**src/rtl/forwarding_ctrl.sv**
```systemverilog
// LC-3b EX-stage operand forwarding and load-use hazard control.
// Optional performance counters are built only when FWD_PERF_CNT_EN is defined.

package lc3b_types;
    typedef logic [15:0] lc3b_word;
    typedef logic [2:0]  lc3b_reg;
    typedef enum logic [3:0] {
        op_br   = 4'd0,
        op_add  = 4'd1,
        op_ldb  = 4'd2,
        op_stb  = 4'd3,
        op_jsr  = 4'd4,
        op_and  = 4'd5,
        op_ldr  = 4'd6,
        op_str  = 4'd7,
        op_rti  = 4'd8,
        op_not  = 4'd9,
        op_ldi  = 4'd10,
        op_sti  = 4'd11,
        op_jmp  = 4'd12,
        op_shf  = 4'd13,
        op_lea  = 4'd14,
        op_trap = 4'd15
    } lc3b_opcode;
endpackage

module forwarding_ctrl
    import lc3b_types::*;
#(
    parameter int CNT_W = 16
) (
    input  logic             clk,
    input  logic             reset,
    input  logic             ext_stall,
    input  logic             ex_valid,
    input  lc3b_reg          ex_sr1,
    input  lc3b_reg          ex_sr2,
    input  logic             ex_sr1_used,
    input  logic             ex_sr2_used,
    input  logic             mem_valid,
    input  logic             mem_regwrite,
    input  lc3b_opcode       mem_opcode,
    input  lc3b_reg          mem_dest,
    input  logic             mem_done,
    input  logic             wb_valid,
    input  logic             wb_regwrite,
    input  lc3b_reg          wb_dest,
    input  lc3b_word         wb_data,
    output logic [1:0]       fwd_a_sel,
    output logic [1:0]       fwd_b_sel,
    output lc3b_word         hold_data,
    output logic             stall_front,
    output logic             bubble_mem,
    output logic [CNT_W-1:0] stall_cycles,
    output logic [CNT_W-1:0] lu_events
);

    typedef enum logic {ST_RUN, ST_WAIT_LOAD} state_t;

    state_t   state_q, state_d;
    logic     hold_valid_q, hold_valid_d;
    lc3b_reg  hold_dest_q, hold_dest_d;
    lc3b_word hold_data_q, hold_data_d;

    logic [1:0] sel_a, sel_b;
    logic       load_class;
    logic       lu_hazard;
    logic       stall_raw;

    // MEM is the youngest producer, so it outranks WB, which outranks the retire buffer.
    function automatic logic [1:0] src_sel(
        input logic    used,
        input lc3b_reg sr,
        input logic    mem_en,
        input lc3b_reg mdest,
        input logic    wb_en,
        input lc3b_reg wdest,
        input logic    hold_en,
        input lc3b_reg hdest
    );
        logic [1:0] sel;
        sel = 2'b00;
        if (used) begin
            if (mem_en && (mdest == sr))        sel = 2'b01;
            else if (wb_en && (wdest == sr))    sel = 2'b10;
            else if (hold_en && (hdest == sr))  sel = 2'b11;
        end
        return sel;
    endfunction

    always_comb begin
        sel_a = src_sel(ex_sr1_used, ex_sr1,
                        ex_valid & mem_valid & mem_regwrite, mem_dest,
                        wb_valid & wb_regwrite, wb_dest,
                        hold_valid_q, hold_dest_q);
        sel_b = src_sel(ex_sr2_used, ex_sr2,
                        ex_valid & mem_valid & mem_regwrite, mem_dest,
                        wb_valid & wb_regwrite, wb_dest,
                        hold_valid_q, hold_dest_q);
        // TRAP's MEM-stage forward value is the vector fetch, not R7, so it waits like a load.
        load_class = (mem_opcode inside {op_ldb, op_ldi, op_ldr, op_trap});
        lu_hazard  = load_class & ((sel_a == 2'b01) | (sel_b == 2'b01));
    end

    always_comb begin
        state_d   = state_q;
        stall_raw = 1'b0;
        case (state_q)
            ST_RUN: begin
                stall_raw = lu_hazard;
                if (lu_hazard && !mem_done && !ext_stall) state_d = ST_WAIT_LOAD;
            end
            ST_WAIT_LOAD: begin
                stall_raw = 1'b1;
                if (mem_done && !ext_stall) state_d = ST_RUN;
            end
            default: state_d = ST_RUN;
        endcase
    end

    // Retire buffer bridges the cycle where WB writes the regfile and EX would read it stale.
    always_comb begin
        hold_valid_d = hold_valid_q;
        hold_dest_d  = hold_dest_q;
        hold_data_d  = hold_data_q;
        if (!ext_stall && wb_valid && wb_regwrite) begin
            hold_valid_d = 1'b1;
            hold_dest_d  = wb_dest;
            hold_data_d  = wb_data;
        end else if (!ext_stall && !stall_raw) begin
            hold_valid_d = 1'b0;
        end
    end

    always_ff @(posedge clk) begin
        if (reset) begin
            state_q      <= ST_RUN;
            hold_valid_q <= 1'b0;
            hold_dest_q  <= '0;
            hold_data_q  <= '0;
        end else begin
            state_q      <= state_d;
            hold_valid_q <= hold_valid_d;
            hold_dest_q  <= hold_dest_d;
            hold_data_q  <= hold_data_d;
        end
    end

`ifdef FWD_PERF_CNT_EN
    logic [CNT_W-1:0] stall_cnt_q, stall_cnt_d;
    logic [CNT_W-1:0] lu_cnt_q, lu_cnt_d;

    // Saturating counters: stop at all-ones rather than wrapping.
    always_comb begin
        stall_cnt_d = stall_cnt_q;
        lu_cnt_d    = lu_cnt_q;
        if (stall_raw && !ext_stall && (stall_cnt_q != '1))
            stall_cnt_d = stall_cnt_q + CNT_W'(1);
        if ((state_q == ST_RUN) && lu_hazard && !ext_stall && (lu_cnt_q != '1))
            lu_cnt_d = lu_cnt_q + CNT_W'(1);
    end

    always_ff @(posedge clk) begin
        if (reset) begin
            stall_cnt_q <= '0;
            lu_cnt_q    <= '0;
        end else begin
            stall_cnt_q <= stall_cnt_d;
            lu_cnt_q    <= lu_cnt_d;
        end
    end

    assign stall_cycles = reset ? '0 : stall_cnt_q;
    assign lu_events    = reset ? '0 : lu_cnt_q;
`else
    assign stall_cycles = '0;
    assign lu_events    = '0;
`endif

    assign fwd_a_sel   = reset ? 2'b00 : sel_a;
    assign fwd_b_sel   = reset ? 2'b00 : sel_b;
    assign stall_front = reset ? 1'b0  : stall_raw;
    assign bubble_mem  = reset ? 1'b0  : stall_raw;
    assign hold_data   = reset ? '0    : hold_data_q;

endmodule

```
**config.mk**
```make
export PLATFORM = sky130hd
export DESIGN_NAME = forwarding_ctrl
export DESIGN_NICKNAME = d
export VERILOG_FILES = /design/src/rtl/forwarding_ctrl.sv
export SDC_FILE = /design/constraint.sdc
export NUM_CORES = 1
export LEC_CHECK = 0
export BUFFER_PORTS_ARGS = -buffer_cell sky130_fd_sc_hd__buf_2
export CORE_UTILIZATION = 38
export CTS_BUF_LIST = sky130_fd_sc_hd__clkbuf_4 sky130_fd_sc_hd__clkbuf_8 sky130_fd_sc_hd__clkbuf_16
export CTS_CLUSTER_DIAMETER = 50
export DETAILED_ROUTE_END_ITERATION = 10
export GPL_ROUTABILITY_DRIVEN = 0
export HOLD_SLACK_MARGIN = 0.06
export PLACE_DENSITY = 0.88
export SYNTH_ARGS = -nofsm -noshare
export SYNTH_HDL_FRONTEND = slang
export SYNTH_SLANG_ARGS = --single-unit
```
**constraint.sdc**
```tcl
create_clock -name clk -period 1.6 [get_ports clk]
set_input_delay 0.32 -clock clk [delete_from_list [all_inputs] [get_ports clk]]
set_output_delay 0.32 -clock clk [all_outputs]
set_load 0.01 [all_outputs]
```
== After elaboration in Yosys (flattened, before gate mapping) ==
Cells that the tools add are included.

* Output and inout bits: 54
* Register bits: 21
* Logic and storage cells: 57
* Bits of input ports: 43

* Equal/unequal tests: 12
* Bitwise operators: 6
* Muxes and demuxes: 18
* Reduce and logical (&&, ||, !) cells: 17

{| class="wikitable"
|+ Operators by type and width
! cell !! count
|-
| $mux 2 || 10
|-
| $eq 3x3->1 || 6
|-
| $mux 16 || 1
|-
| $logic_and 1x1->1 || 12
|-
| $eq 4x4->1 const B || 2
|-
| $mux 1 || 5
|-
| $and 1x1->1 || 4
|-
| $eq 2x1->1 const B || 2
|-
| $eq 4x2->1 const B || 1
|-
| $eq 4x3->1 const B || 1
|-
| $pmux 1 s2 || 2
|-
| $reduce_bool 4->1 || 1
|-
| $logic_not 1->1 || 3
|-
| $reduce_bool 2->1 || 1
|-
| $not 1->1 || 1
|-
| $or 1x1->1 || 1
|}

== Logic depth before layout (Yosys ltp) ==
* Depth after elaboration: 14
* Gate-level depth with buffers: 5
* Mapped depth without buffers: 4

== Worst setup path after synthesis ==
OpenSTA, ideal clock, no wires.

* Kind: input to output
* Start: input port mem_regwrite
* End: output port stall_front
* Buffers on the path: 1
* Data arrival time: 1.474 ns
* Data required time: 1.280 ns
* Stages: 5
* Path slack: -0.194 ns
* Path through: nand3_1 > nor4_2 > a22oi_2 > a21oi_1 > buf_4

* Cells in the longest elaborated chain, start to end: 9
* Elaborated cells between the ends (all ways): 13
* Those cells by class: eq/ne: 2; mux: 6; bitwise: 3; reduce/logical: 2

{| class="wikitable"
|+ RTL lines
! element !! line !! text
|-
| start, declared || 41 || <nowiki>input logic mem_regwrite,</nowiki>
|-
| $and 1x1->1 (*) || 93, 97 ||
|-
| $logic_and 1x1->1 || 84 || <nowiki>if (mem_en && (mdest == sr)) sel = 2'b01;</nowiki>
|-
| $mux 2 || 84 ||
|-
| $mux 2 || 83 || <nowiki>if (used) begin</nowiki>
|-
| $eq 2x1->1 || 102 || <nowiki>lu_hazard = load_class & ((sel_a == 2'b01) | (sel_b == 2'b01));</nowiki>
|-
| $or 1x1->1 (*) || 102 ||
|-
| $and 1x1->1 (*) || 102 ||
|-
| $pmux 1 s2 (*) || 108 || <nowiki>case (state_q)</nowiki>
|-
| $mux 1 (*) || - ||
|-
| end, declared || 52 || <nowiki>output logic stall_front,</nowiki>
|}

Mark *: on every way between the ends. The rest lies on a longest branch, timed or not.

== Worst setup path in the final report ==
* Start: input port ex_sr1[1]
* End: output port fwd_a_sel[0]

* Cells in the longest elaborated chain, start to end: 7
* Elaborated cells between the ends (all ways): 11
* Those cells by class: eq/ne: 3; mux: 5; reduce/logical: 3

{| class="wikitable"
|+ RTL lines
! element !! line !! text
|-
| start, declared || 36 || <nowiki>input lc3b_reg ex_sr1,</nowiki>
|-
| $eq 3x3->1 || 86 || <nowiki>else if (hold_en && (hdest == sr)) sel = 2'b11;</nowiki>
|-
| $logic_and 1x1->1 || 86 ||
|-
| $mux 2 || 86 ||
|-
| $mux 2 || 85 || <nowiki>else if (wb_en && (wdest == sr)) sel = 2'b10;</nowiki>
|-
| $mux 2 (*) || 84 ||
|-
| $mux 2 (*) || 83 ||
|-
| $mux 2 (*) || 180 || <nowiki>assign fwd_a_sel = reset ? 2'b00 : sel_a;</nowiki>
|-
| end, declared || 49 || <nowiki>output logic [1:0] fwd_a_sel,</nowiki>
|}

Marked as above.

==> flow_summary.toml <==
[synth]
synth_compound_area_share_pct = 12.9
ys.warnings.count = 0
synth_top_family_by_area = "simple AND/OR/NAND/NOR gates"
synthCells = 187
synthAdderAreaFrac_pct = 0
synth_area_um2 = 1460
synthXorXnorAreaFrac_pct = 10.8
yosys.area_share.simple_pct = 27.8
synth_mux_area_share_pct = 0
avgSynthCellArea_um2 = 7.81
synth_seq_cells = 21
ys_types = 27
ys_seq_area_share_pct = 28.8

[clocking]
cts_root_buf = "clkbuf_8"
ctsHoldBuffers = 0
ctsHtreeMaxLevel = 1
cts_tree = "yes"
clk-insertion-delay-late_ps = 250
cts_buffer_depth = 2
cts.clk_slew.worst_paths_ps = 70
cts_sinks = 21
cts_inserted_buffers = 3

[power]
vdd_drop_max_mv = 0.455
total_power_w = 0.00118
power_density_nw_per_um2 = 592
p_leak_nw = 0.928

[critical_path]
cp_slowest_cell = "or4_4"
reg2reg_depth = 2
cp.required_ps = 1280
path_max_fanout = 3
endpoint = "fwd_a_sel[0]"
r2r-end = "hold_valid_q"
worst_path_largest_cell_delay_ps = 540
crit_chain = "buf_8, xor2_1, or4_4, a21oi_2, nor2_1, buf_2"
worstPathArrival_ps = 1480
critPathKind = "input port to primary output"
r2r-start = "state_q"
setup.worst_path.end_class = "primary output"
cp-startpoint = "ex_sr1[1]"
regToRegSetupSlack_ps = 840
cp-start-kind = "input port"

[global_routing]
grt_pass1_vias = 1263
grt-ovfl-total = 0
track_usage_pct = 16.9
grt_pass1_wl_mm = 5.44
grt_max_degree = 40
antenna_found_initial = 0

[route]
routed_wl_mm = 3.37
drtPass1Iterations = 4
drt_iter0_drc = 38
avgViaCountPerCell = 4.42
vias = 1365
wl_per_cell_um = 10.9
drc = 0
drtAntennaViolNets = 0

[final_layout]
area_growth_pct = 36.7
layout_commonest_cell = "buf_2"
layout_common_cells = "buf_2 (57), nand2_1 (40), conb_1 (32)"
seq_area_um2 = 422
nets = 305
multiInputGateArea_um2 = 958
fillers = 337
drive_gt1_share_pct = 39.1
diodes = 0

[timing]
drv_slew = 0
finalCritPeriodShare_pct = 112
finalSetupViolCount = 6
hold_violations = 0
fin_worst_skew_ps = 1.36
max_freq_ghz = 0.557
fin_crit_ps = 1800
rsz0062_at_grt = "true"
layout_setup_ws_ps = -195

[outcome]
status = "finished with violations"
violations = "negative setup slack"

[floorplanning]
die_y_um = 64.0
ios = 97
die_w_um = 64.0
dieArea_um2 = 4090
rows = 22
core-area_um2 = 3660
start_util_pct = 39.9

[hold_path]
hold_class = "input port to register"

[placed_design]
port_buffers = 64
dp_hpwl_mm = 2.46
post-place-ws_ps = -234

[job]
maxCapViolCount = 0
[cells in the mapped netlist (all sizes together)]
| master | number | area (um2) |
|---|---|---|
| nand3b | 1 | 7.51 |
| a21boi | 1 | 7.51 |
| and4b | 2 | 20.0 |
| o41ai | 1 | 16.3 |
| dfxtp | 21 | 420 |
| or4 | 2 | 22.5 |
| nor3 | 1 | 5.00 |
| xnor2 | 6 | 52.6 |
| xor2 | 12 | 105 |
| conb | 1 | 3.75 |
| nand3 | 2 | 10.0 |
| nor2 | 4 | 15.0 |
| nand2 | 40 | 150 |
| nand2b | 2 | 12.5 |
| a211oi | 3 | 37.5 |
| nand4 | 2 | 12.5 |
| nor4 | 2 | 33.8 |
| and4 | 2 | 17.5 |
| a22oi | 1 | 12.5 |
| clkbuf | 5 | 18.8 |
| nor2b | 16 | 100 |
| buf | 35 | 256 |
| a21oi | 23 | 115 |
| inv | 2 | 7.51 |
[layer usage]
| layer | vias up | part of all wire [%] | global-route usage (%) | wire length [um] |
|---|---|---|---|---|
| met1 | 616 | 41 | 18.6 | 1370 |
| met4 | 0 | 1.8 | 8.24 | 60 |
| met5 | - | 0 | 0 | 0 |
| met3 | 6 | 3.8 | 1.79 | 128 |
| met2 | 48 | 54 | 31.8 | 1810 |
| li1 | 695 | - | - | - |
[cells by family after synthesis]
group,after synthesis
xor+xnor,18
flops,21
buf+inv,42
compound gates,29
other cells,1
simple gates,76
[cell type report]
cell class              count  share of cell area [%]
clock buffers               3                    2.07
clock inverters             1                   0.251
well taps                  48                    3.01
multi-input cells         155                    48.0
flip-flops and latches     21                    21.1
repair buffers             79                    25.1
inverters                   2                   0.376
[repair_timing]
item / CTS / global route
setup endpoints to repair: 6 / 6
pin swaps: 11 / 5
resized for setup: 14 / 13
buffers inserted: 3 / 0
[how the worst min path moves through the flow]
stage                    startpoint         endpoint  slack (ps)  cells past startpoint
CTS                        mem_done          state_q         270                      2
detailed placement  hold_data_q[14]  hold_data_q[14]         440                      2
floorplan                  mem_done          state_q         420                      1
global route               mem_done          state_q         270                      2
global placement     hold_data_q[0]   hold_data_q[0]         440                      2
finish                     mem_done          state_q         280                      2
[critical path, delay by kind of cell]
kind | cells | cell delay, ps
buf+inv | 2 | 230
xor+xnor | 1 | 160
compound gates | 1 | 170
simple gates | 2 | 600
[through the flow]
| step | utilization, % | hold WS (ps) | TNS, ps | cell area (um2) | instances |
|---|---|---|---|---|---|
| final | 54.5 | 282 | -918 | 2000 | 309 |
| after global placement | 49.7 | 437 | -1120 | 1820 | 302 |
| after CTS | 53.0 | 266 | -892 | 1940 | 309 |
| after global routing | 54.5 | 265 | -1150 | 2000 | 309 |
| after floorplan | - | 420 | -40.4 | 1610 | 218 |
| after detailed placement | 49.7 | 442 | -1160 | 1820 | 302 |
[where the power goes]
part | leakage (nW) | switching [W] | internal [W]
Clock | 0.0255 | 0.000162 | 0.000173
Sequential | 0.171 | 0.00000982 | 0.000539
Combinational | 0.731 | 0.000163 | 0.000135
Total | 0.928 | 0.000335 | 0.000847
[flip-flops by register name (all words and copies together) (netlist names)]
signal,cells
state_q,1
hold_data_q,16
hold_valid_q,1
hold_dest_q,3
(Power assumes the default switching activity.)
